`src/rtl/stack_ctl.sv`:
```
// rtl/stack_ctl.sv - self-managing LIFO stack with push/pop/replace and top/next/peek reads
// Build option: define STACK_GUARD_EN for blocked over/underflow with sticky ovf/unf flags.
module stack_ctl #(
    parameter int WIDTH = 16,
    parameter int DEPTH = 4
) (
    input  logic             clk,
    input  logic             reset,
    input  logic [1:0]       op,
    input  logic [WIDTH-1:0] din,
    input  logic [DEPTH-1:0] pa,
    output logic [WIDTH-1:0] tos,
    output logic [WIDTH-1:0] nos,
    output logic [WIDTH-1:0] pd,
    output logic [DEPTH:0]   count,
    output logic             empty,
    output logic             full,
    input  logic             clr_err,
    output logic             ovf,
    output logic             unf
);

    localparam int ENTRIES = 1 << DEPTH;
    localparam logic [DEPTH:0]   CNT_MAX = {1'b1, {DEPTH{1'b0}}};
    localparam logic [DEPTH:0]   CNT_ONE = {{DEPTH{1'b0}}, 1'b1};
    localparam logic [DEPTH-1:0] PTR_ONE = {{(DEPTH-1){1'b0}}, 1'b1};
    localparam logic [DEPTH-1:0] PTR_TWO = PTR_ONE + PTR_ONE;

    localparam logic [1:0] OP_PUSH    = 2'b01;
    localparam logic [1:0] OP_POP     = 2'b10;
    localparam logic [1:0] OP_REPLACE = 2'b11;

    logic [WIDTH-1:0] store [ENTRIES];
    logic [DEPTH-1:0] sp;
    logic [DEPTH-1:0] top_idx;
    logic [DEPTH-1:0] next_idx;
    logic [DEPTH-1:0] peek_idx;

    logic do_push;
    logic do_pop;
    logic do_replace;
    logic push_ok;
    logic pop_ok;
    logic replace_ok;

    // All offsets wrap modulo 2**DEPTH by virtue of the DEPTH-bit width.
    assign top_idx  = sp - PTR_ONE;
    assign next_idx = sp - PTR_TWO;
    assign peek_idx = sp - PTR_ONE - pa;

    assign tos   = store[top_idx];
    assign nos   = store[next_idx];
    assign pd    = store[peek_idx];
    assign empty = (count == '0);
    assign full  = (count == CNT_MAX);

    assign do_push    = (op == OP_PUSH);
    assign do_pop     = (op == OP_POP);
    assign do_replace = (op == OP_REPLACE);

`ifdef STACK_GUARD_EN
    logic ovf_set;
    logic unf_set;

    assign push_ok    = do_push && !full;
    assign pop_ok     = do_pop && !empty;
    assign replace_ok = do_replace && !empty;
    assign ovf_set    = do_push && full;
    assign unf_set    = (do_pop || do_replace) && empty;

    // A fresh error in the same cycle as clr_err takes priority over the clear.
    always_ff @(posedge clk) begin
        if (reset) begin
            ovf <= 1'b0;
            unf <= 1'b0;
        end else begin
            if (ovf_set)
                ovf <= 1'b1;
            else if (clr_err)
                ovf <= 1'b0;
            if (unf_set)
                unf <= 1'b1;
            else if (clr_err)
                unf <= 1'b0;
        end
    end
`else
    logic unused_clr_err;

    assign push_ok        = do_push;
    assign pop_ok         = do_pop;
    assign replace_ok     = do_replace;
    assign ovf            = 1'b0;
    assign unf            = 1'b0;
    assign unused_clr_err = clr_err;
`endif

    always_ff @(posedge clk) begin
        if (reset) begin
            sp    <= '0;
            count <= '0;
        end else begin
            if (push_ok) begin
                sp <= sp + PTR_ONE;
                if (count != CNT_MAX)
                    count <= count + CNT_ONE;
            end else if (pop_ok) begin
                sp <= sp - PTR_ONE;
                if (count != '0)
                    count <= count - CNT_ONE;
            end
        end
    end

    // Storage has no reset; a reset cycle simply suppresses the write.
    always_ff @(posedge clk) begin
        if (!reset) begin
            if (push_ok)
                store[sp] <= din;
            else if (replace_ok)
                store[top_idx] <= din;
        end
    end

endmodule
```
`config.mk`:
```
export PLATFORM = sky130hd
export DESIGN_NAME = stack_ctl
export DESIGN_NICKNAME = d
export VERILOG_FILES = /design/src/rtl/stack_ctl.sv
export SDC_FILE = /design/constraint.sdc
export NUM_CORES = 1
export LEC_CHECK = 0
export ABC_AREA = 1
export CAP_MARGIN = 5
export CORE_ASPECT_RATIO = 0.75
export CORE_UTILIZATION = 55
export CTS_BUF_LIST = sky130_fd_sc_hd__clkbuf_16
export DETAILED_ROUTE_END_ITERATION = 6
export HOLD_SLACK_MARGIN = 0.12
export PLACE_DENSITY = 0.75
export SETUP_SLACK_MARGIN = 0.5
export SYNTH_ARGS = -nofsm -noshare
export SYNTH_HDL_FRONTEND = slang
export SYNTH_SLANG_ARGS = --single-unit
```
`constraint.sdc`:
```
create_clock -name clk -period 10.9 [get_ports clk]
set_input_delay 2.725 -clock clk [delete_from_list [all_inputs] [get_ports clk]]
set_output_delay 2.725 -clock clk [all_outputs]
set_load 0.005 [all_outputs]
```
=== After elaboration in Yosys (flattened, before gate mapping) ===
Memories as Yosys holds them, arrays and structs flattened.
Index checks and enable logic that the tools add are counted.

* Output and inout bits: 57
* Bits in writable memories: 256
* Flip-flop bits (word level): 9
* Bits of input ports: 25
* Memories kept: 1
* Word-level logic and storage cells: 37

{| class="wikitable"
|+ Memory list
! name !! depth !! width !! read ports !! clocked after Yosys merged registers in !! wr ports !! RTL line !! source
|-
| store || 16 || 16 || 3 || 0 || 1 || 33 || <nowiki>logic [WIDTH-1:0] store [ENTRIES];</nowiki>
|}

* Muxes and demuxes: 16
* Equal/unequal tests: 6
* $add $sub $neg: 6
* Reduce and logical (&&, ||, !) cells: 6

{| class="wikitable"
|+ Operator list
! kind !! number
|-
| $mux W5 || 4
|-
| $mux W16 || 1
|-
| $reduce_or A16 Y1 || 1
|-
| $mux W4 || 3
|-
| $mux W1 || 8
|-
| $add A5 B1 Y5 const B || 1
|-
| $eq A5 B5 Y1 const B || 1
|-
| $logic_not A5 Y1 || 1
|-
| $ne A5 B5 Y1 const B || 1
|-
| $reduce_bool A5 Y1 || 1
|-
| $sub A5 B1 Y5 const B || 1
|-
| $add A4 B1 Y4 const B || 1
|-
| $eq A2 B2 Y1 const B || 2
|-
| $reduce_bool A2 Y1 || 2
|-
| $sub A4 B1 Y4 const B || 1
|-
| $sub A4 B2 Y4 const B || 1
|-
| $sub A4 B4 Y4 || 1
|-
| $reduce_and A3 Y1 || 1
|-
| $eq A2 B1 Y1 const B || 1
|-
| $ne A2 B1 Y1 const B || 1
|}

=== Logic depth before layout (Yosys ltp) ===
Gate-level depths: netlist of run 1.

* Depth in word-level cells: 7
* Depth in mapped cells: 16
* Gate-level depth less buffers: 12

=== Worst setup path after synthesis of run 1 ===
No wires, ideal clock.

* Path kind: input to output
* Start: in pa[0]
* End: out pd[10]
* Arrival: 4340 ps
* Stages on the path: 10
* Path slack: 3835 ps
* Cell sequence: ha_1 > fa_1 > buf_2 > buf_1 > nand3_1 > nand2_1 > nand2_1 > nand2_1 > nand3_2 > nand2_1

* Longest elaborated chain between the ends: 2

{| class="wikitable"
|+ RTL lines
! item !! RTL line !! source
|-
| start: declaration || 11 || <nowiki>input logic [DEPTH-1:0] pa,</nowiki>
|-
| $sub A4 B4 Y4 || 49 || <nowiki>assign peek_idx = sp - PTR_ONE - pa;</nowiki>
|-
| $mem_v2 Z16 W16 || n/a ||
|-
| end: declaration || 14 || <nowiki>output logic [WIDTH-1:0] pd,</nowiki>
|}

Every way passes these cells.

=== Worst setup path after layout of run 1 ===
* Start: in pa[0]
* End: out pd[4]

The elaborated chain is that of the path after synthesis.

==> qor.yml, run 1 <==
dp_slack_ns: 1.87
final_util: 0.628
status: "completed"
dp_hpwl_um: 31600
final_nets: 2194
drc: 0
fill_cells: 2452
drive_gt1_frac: 0.0625
multi_input_area_mm2: 0.00721
worst-setup-path-type: "input port to output pin"
drt_iter0_markers: 2815
required_ns: 8.18
worstMarginPinSlew_ns: 1.15
yosys_warnings: 0
routedWlPerCell_um: 22.0
synth_area_mm2: 0.0167
p_sw_mw: 1.57
power.density_mw_per_mm2: 208
overflow: 0
path_clk_slew_ns: 0.06
setup_violations: 0
grt_max_degree: 131
cts_buffers: 27
end_kind: "output pin"
post-cts-setup-buffer-count: 0
syn_to_final_growth_pct: 10.8
ios: 82
die_h_um: 153
antenna_found_initial: 2
period_minus_slack_ns: 9.19
numPortBuffers: 78
cts_hold_buf: 0
ir_worst_vdd_mv: 0.141
combinationalPowerShare: 0.455
synth_flop_cell: "edfxtp_1"
syn_avg_cell_area_um2: 7.73
fin_skew_ns: 0.0174
min_period_over_period: 0.843
finish.instance_area_mm2: 0.0186
rsz0062_at_grt: "no"
switching_share: 0.407
relSlewSlack: 0.231
placed_cell_area_mm2: 0.0177
grt_pass1_wl_um: 83900
cp.arrival_ns: 6.46
num_rows: 54
path_max_fanout: 44
slew_violations: 0
drv_cap: 0
clock_sinks: 265
clock_latency_ns: 0.56
cts-root-buf: "clkbuf_16"
place.gp.congestion: 0.874
avgViaCountPerCell: 6.20
seq_power_share: 0.301
cts_tree: "built"
cts.path.max_buffers: 3
htreeDepth: 1
synth-edff-count: 256
grt_use_total: 0.360
dieWidth_um: 203
synth_async_sr_flop_share: 0
dieArea_mm2: 0.0312
netlist_instances: 2167
antenna_left: 0
synth.distinct_cells: 32
seq_area_mm2: 0.00787
num_vias: 15906
p_leak_nw: 7.83
max_freq_ghz: 0.109
yosysSeqAreaShare: 0.470
p_int_mw: 2.29
layout_setup_ws_ns: 1.71
hold_viol_final: 0
diodes: 0
dr.pass1.iters: 6
post_cts_resized: 0
fin_setup_tns_ns: 0
core_area_mm2: 0.0295
hold_path_class: "flip-flop to flip-flop"
yosys_register_bits: 265
grt_pass1_vias: 14712
pwr-share-clk: 0.243
routed_wl_um: 56500
startpoint_type: "input port"
start_util: 0.567
-- registers in the layout, indices dropped and copies added (netlist names) --
name / cells
sp: 4
store: 256
count: 5
-- layout make-up --
class                      instances  area share
tap                              392      0.0264
clock inverter                    23      0.0113
multi-input combinational       1466       0.388
timing repair buffer             111      0.0554
clock buffer                      27      0.0364
sequential                       265       0.424
inverter                         283      0.0575
-- placed cells by master, fill, tap and decap left out, types with 2 or more instances in the layout --
cell,count
a21oi_1,227
buf_4,33
bufinv_16,4
clkbuf_16,27
clkdlybuf4s50_1,78
clkinv_1,8
clkinv_2,6
conb_1,2
dfxtp_1,7
edfxtp_1,256
ha_1,11
ha_4,2
inv_1,278
inv_2,6
inv_6,2
nand2_1,532
nand2_2,3
nand2_4,3
nand3_1,344
nand3_2,18
nand3_4,6
nor2_1,26
nor2_2,13
nor2_4,4
o211ai_1,39
o21ai_0,193
o21ai_1,32
xnor2_1,2
xor2_1,2
xor2_4,2
-- power groups by stage --
stage	sequential (mW)	combinational, mW	clock (mW)
after floorplan	1.18	0.974	0
after global placement	1.18	1.67	0
after detailed placement	1.18	1.69	0
after CTS	1.16	1.70	0.942
after global routing	1.16	1.88	0.980
final	1.16	1.76	0.940
-- final timing paths --
check | to | startpoint | cells after the start | slack [ns]
hold reg to reg | count[2] | count[2] | 2 | 0.51
setup / recovery | pd[4] | pa[0] | 12 | 1.71
setup reg to reg | store[8][2] | sp[1] | 10 | 6.52
hold / removal | count[2] | count[2] | 2 | 0.51
-- routing by layer --
layer / GRT usage / vias to the layer above / wire length (um)
li1: - / 7270 / -
met5: 0 / - / 10
met2: 0.536 / 1235 / 24100
met4: 0.175 / 2 / 2760
met3: 0.0983 / 213 / 8840
met1: 0.484 / 7186 / 20800
-- kinds of logic (layout without fill, tap and decap cells) --
logic type | count (synthesis) | in the layout | synth area share
and+or+nand+nor | 950 | 950 | 0.253
other | 1 | 2 | 0.000224
buffers and inverters | 437 | 444 | 0.107
xor gates and xnor gates | 7 | 7 | 0.00523
DFF | 265 | 265 | 0.470
adders and majority gates | 15 | 15 | 0.0121
AOI/OAI and AO/OA | 492 | 492 | 0.153
-- metrics by stage --
step | hold WS [ns] | instances | total power [mW]
finish | 0.514 | 2567 | 3.86
global route | 0.551 | 2567 | 4.03
CTS | 0.518 | 2567 | 3.81
detailed placement | 0.508 | 2517 | 2.88
global placement | 0.504 | 2517 | 2.85
floorplan | 0.485 | 2168 | 2.15
-- critical path: stages --
cell,delay [ns]
clkdlybuf4s50_1,0.45
ha_4,0.64
clkinv_2,0.72
buf_4,0.53
nand2_1,0.11
nand3_1,0.07
nand2_1,0.09
nand2_1,0.05
nand2_1,0.08
nand3_1,0.07
nand2_1,0.28
clkdlybuf4s50_1,0.59
-- Yosys cell counts, types with 2 or more instances --
library cell	count	area share
clkbuf_1	72	0.016
nand3_1	344	0.10
buf_6	7	0.0047
buf_4	6	0.0027
inv_1	276	0.062
o21ai_0	193	0.058
edfxtp_1	256	0.46
xnor2_1	2	0.0010
nand2_4	3	0.0020
o21ai_1	32	0.0096
buf_1	21	0.0047
dfxtp_1	9	0.011
ha_1	13	0.0097
nand3_4	6	0.0063
o211ai_1	39	0.017
a21oi_1	227	0.068
nor2_1	42	0.0094
buf_2	47	0.014
nand2_2	3	0.0011
inv_2	6	0.0013
nand2_1	532	0.12
nand3_2	18	0.011
fa_1	2	0.0024
xor2_1	3	0.0016
Note: power is estimated with default switching activity, not from simulation.
==> run 2, diff against run 1 <==
Clock period 10.9 ns to 9.21 ns, I/O delays scaled along.
==> qor.yml, run 2 (synthesis gave the netlist of run 1 again) <==
syn_to_final_growth_pct: 10.5
required_ns: 6.91
slew_violations: 0
placed_cell_area_mm2: 0.0177
drt_iter0_markers: 2424
post_cts_resized: 0
ios: 82
drc: 0
setup_violations: 0
routedWlPerCell_um: 22.0
top_regs: "store: 256 flops, count: 5 flops, sp: 4 flops"
cts_buffers: 27
relSlewSlack: 0.275
finalNonFillerCells: 2567
fin_skew_ns: 0.0210
dieArea_mm2: 0.0312
finish.instance_area_mm2: 0.0185
dieWidth_um: 203
p_leak_nw: 7.80
holdWs_ns: 0.519
max_freq_ghz: 0.126
avgViaCountPerCell: 6.16
startpoint_type: "input port"
ir_worst_vdd_mv: 0.160
fin_setup_tns_ns: 0
layout_common_cells: "nand2_1 (532), nand3_1 (344), inv_1 (276), edfxtp_1 (256), a21oi_1 (227)"
power.density_mw_per_mm2: 243
drv_cap: 0
core_area_mm2: 0.0295
cp.arrival_ns: 5.66
cts_hold_buf: 0
cts.path.max_buffers: 3
dr.pass1.iters: 7
path_clk_slew_ns: 0.06
hold_path_class: "flip-flop to flip-flop"
num_vias: 15818
period_minus_slack_ns: 7.97
place.gp.congestion: 0.855
antenna_left: 0
die_h_um: 153
largest-register: "store"
grt_max_degree: 137
clock_latency_ns: 0.57
htreeDepth: 1
min_period_over_period: 0.865
overflow: 0
hold_viol_final: 0
dpl.cell_count: 2516
dp_hpwl_um: 30700
drive_gt1_frac: 0.0639
grt_use_total: 0.363
path_max_fanout: 56
final_common_cell: "nand2_1"
clock_sinks: 265
grt_pass1_vias: 14564
status: "completed"
post-cts-setup-buffer-count: 0
final_nets: 2193
numPortBuffers: 78
worstMarginPinSlew_ns: 1.09
antenna_found_initial: 2
rrSetupSlack_ns: 4.69
rsz0062_at_grt: "no"
cts-root-buf: "clkbuf_16"
routed_wl_um: 56500
worst-setup-path-type: "input port to output pin"
grt_pass1_wl_um: 84400
start_util: 0.567
num_rows: 54
largest_register_ffs: 256
end_kind: "output pin"
cts_tree: "built"
==> run 2: cell count changes in the layout (fill, tap and decap cells not counted), sizes merged <==
cell	change
clkinv	+5
buf	-1
bufinv	-3
diode	+1
inv	-2
==> run 2: path summary, 6_finish.rpt <==
kind / start / end / depth (start not counted)
hold / removal: count[2] / count[2] / 2
hold reg to reg: count[2] / count[2] / 2
setup reg to reg: sp[1] / store[1][2] / 8
setup / recovery: pa[0] / pd[4] / 11
==> run 2: layout make-up <==
type                            instances  area (um2)
Fill cell                            2419       11000
Sequential cell                       265        7870
Multi-Input combinational cell       1466        7220
Inverter                              283        1070
Timing Repair Buffer                  110        1030
Clock buffer                           27         676
Tap cell                              392         490
Clock inverter                         23         136
Antenna cell                            1        2.50
==> run 2: layer usage <==
layer,up-vias,share of wire,GRT usage
li1,7257,-,-
met5,-,0.00019,0
met4,2,0.051,0.177
met2,1222,0.43,0.551
met1,7124,0.36,0.483
met3,213,0.15,0.0934
==> run 2: metrics by stage <==
stage	setup WS (ns)	total power, mW	util
after floorplan	2.99	2.55	-
after global placement	1.33	3.38	0.599
after detailed placement	1.36	3.41	0.599
after CTS	1.34	4.43	0.626
after global routing	1.15	4.69	0.626
final	1.24	4.50	0.626
==> run 2: critical path, cell delays in order <==
cell	delay [ns]
clkdlybuf4s50_1	0.44
ha_4	0.19
fa_2	0.59
buf_4	0.73
nand3_1	0.15
nand2_1	0.11
nand2_1	0.06
nand2_1	0.12
nand3_1	0.07
nand2_1	0.30
clkdlybuf4s50_1	0.58
==> run 2: report_power, final <==
| group | internal, mW | total (mW) | leakage (nW) | switching, mW |
|---|---|---|---|---|
| Clock | 0.560 | 1.04 | 0.422 | 0.476 |
| Combinational | 0.717 | 2.08 | 5.00 | 1.36 |
| Sequential | 1.35 | 1.38 | 2.38 | 0.0307 |
| Total | 2.63 | 4.50 | 7.80 | 1.87 |
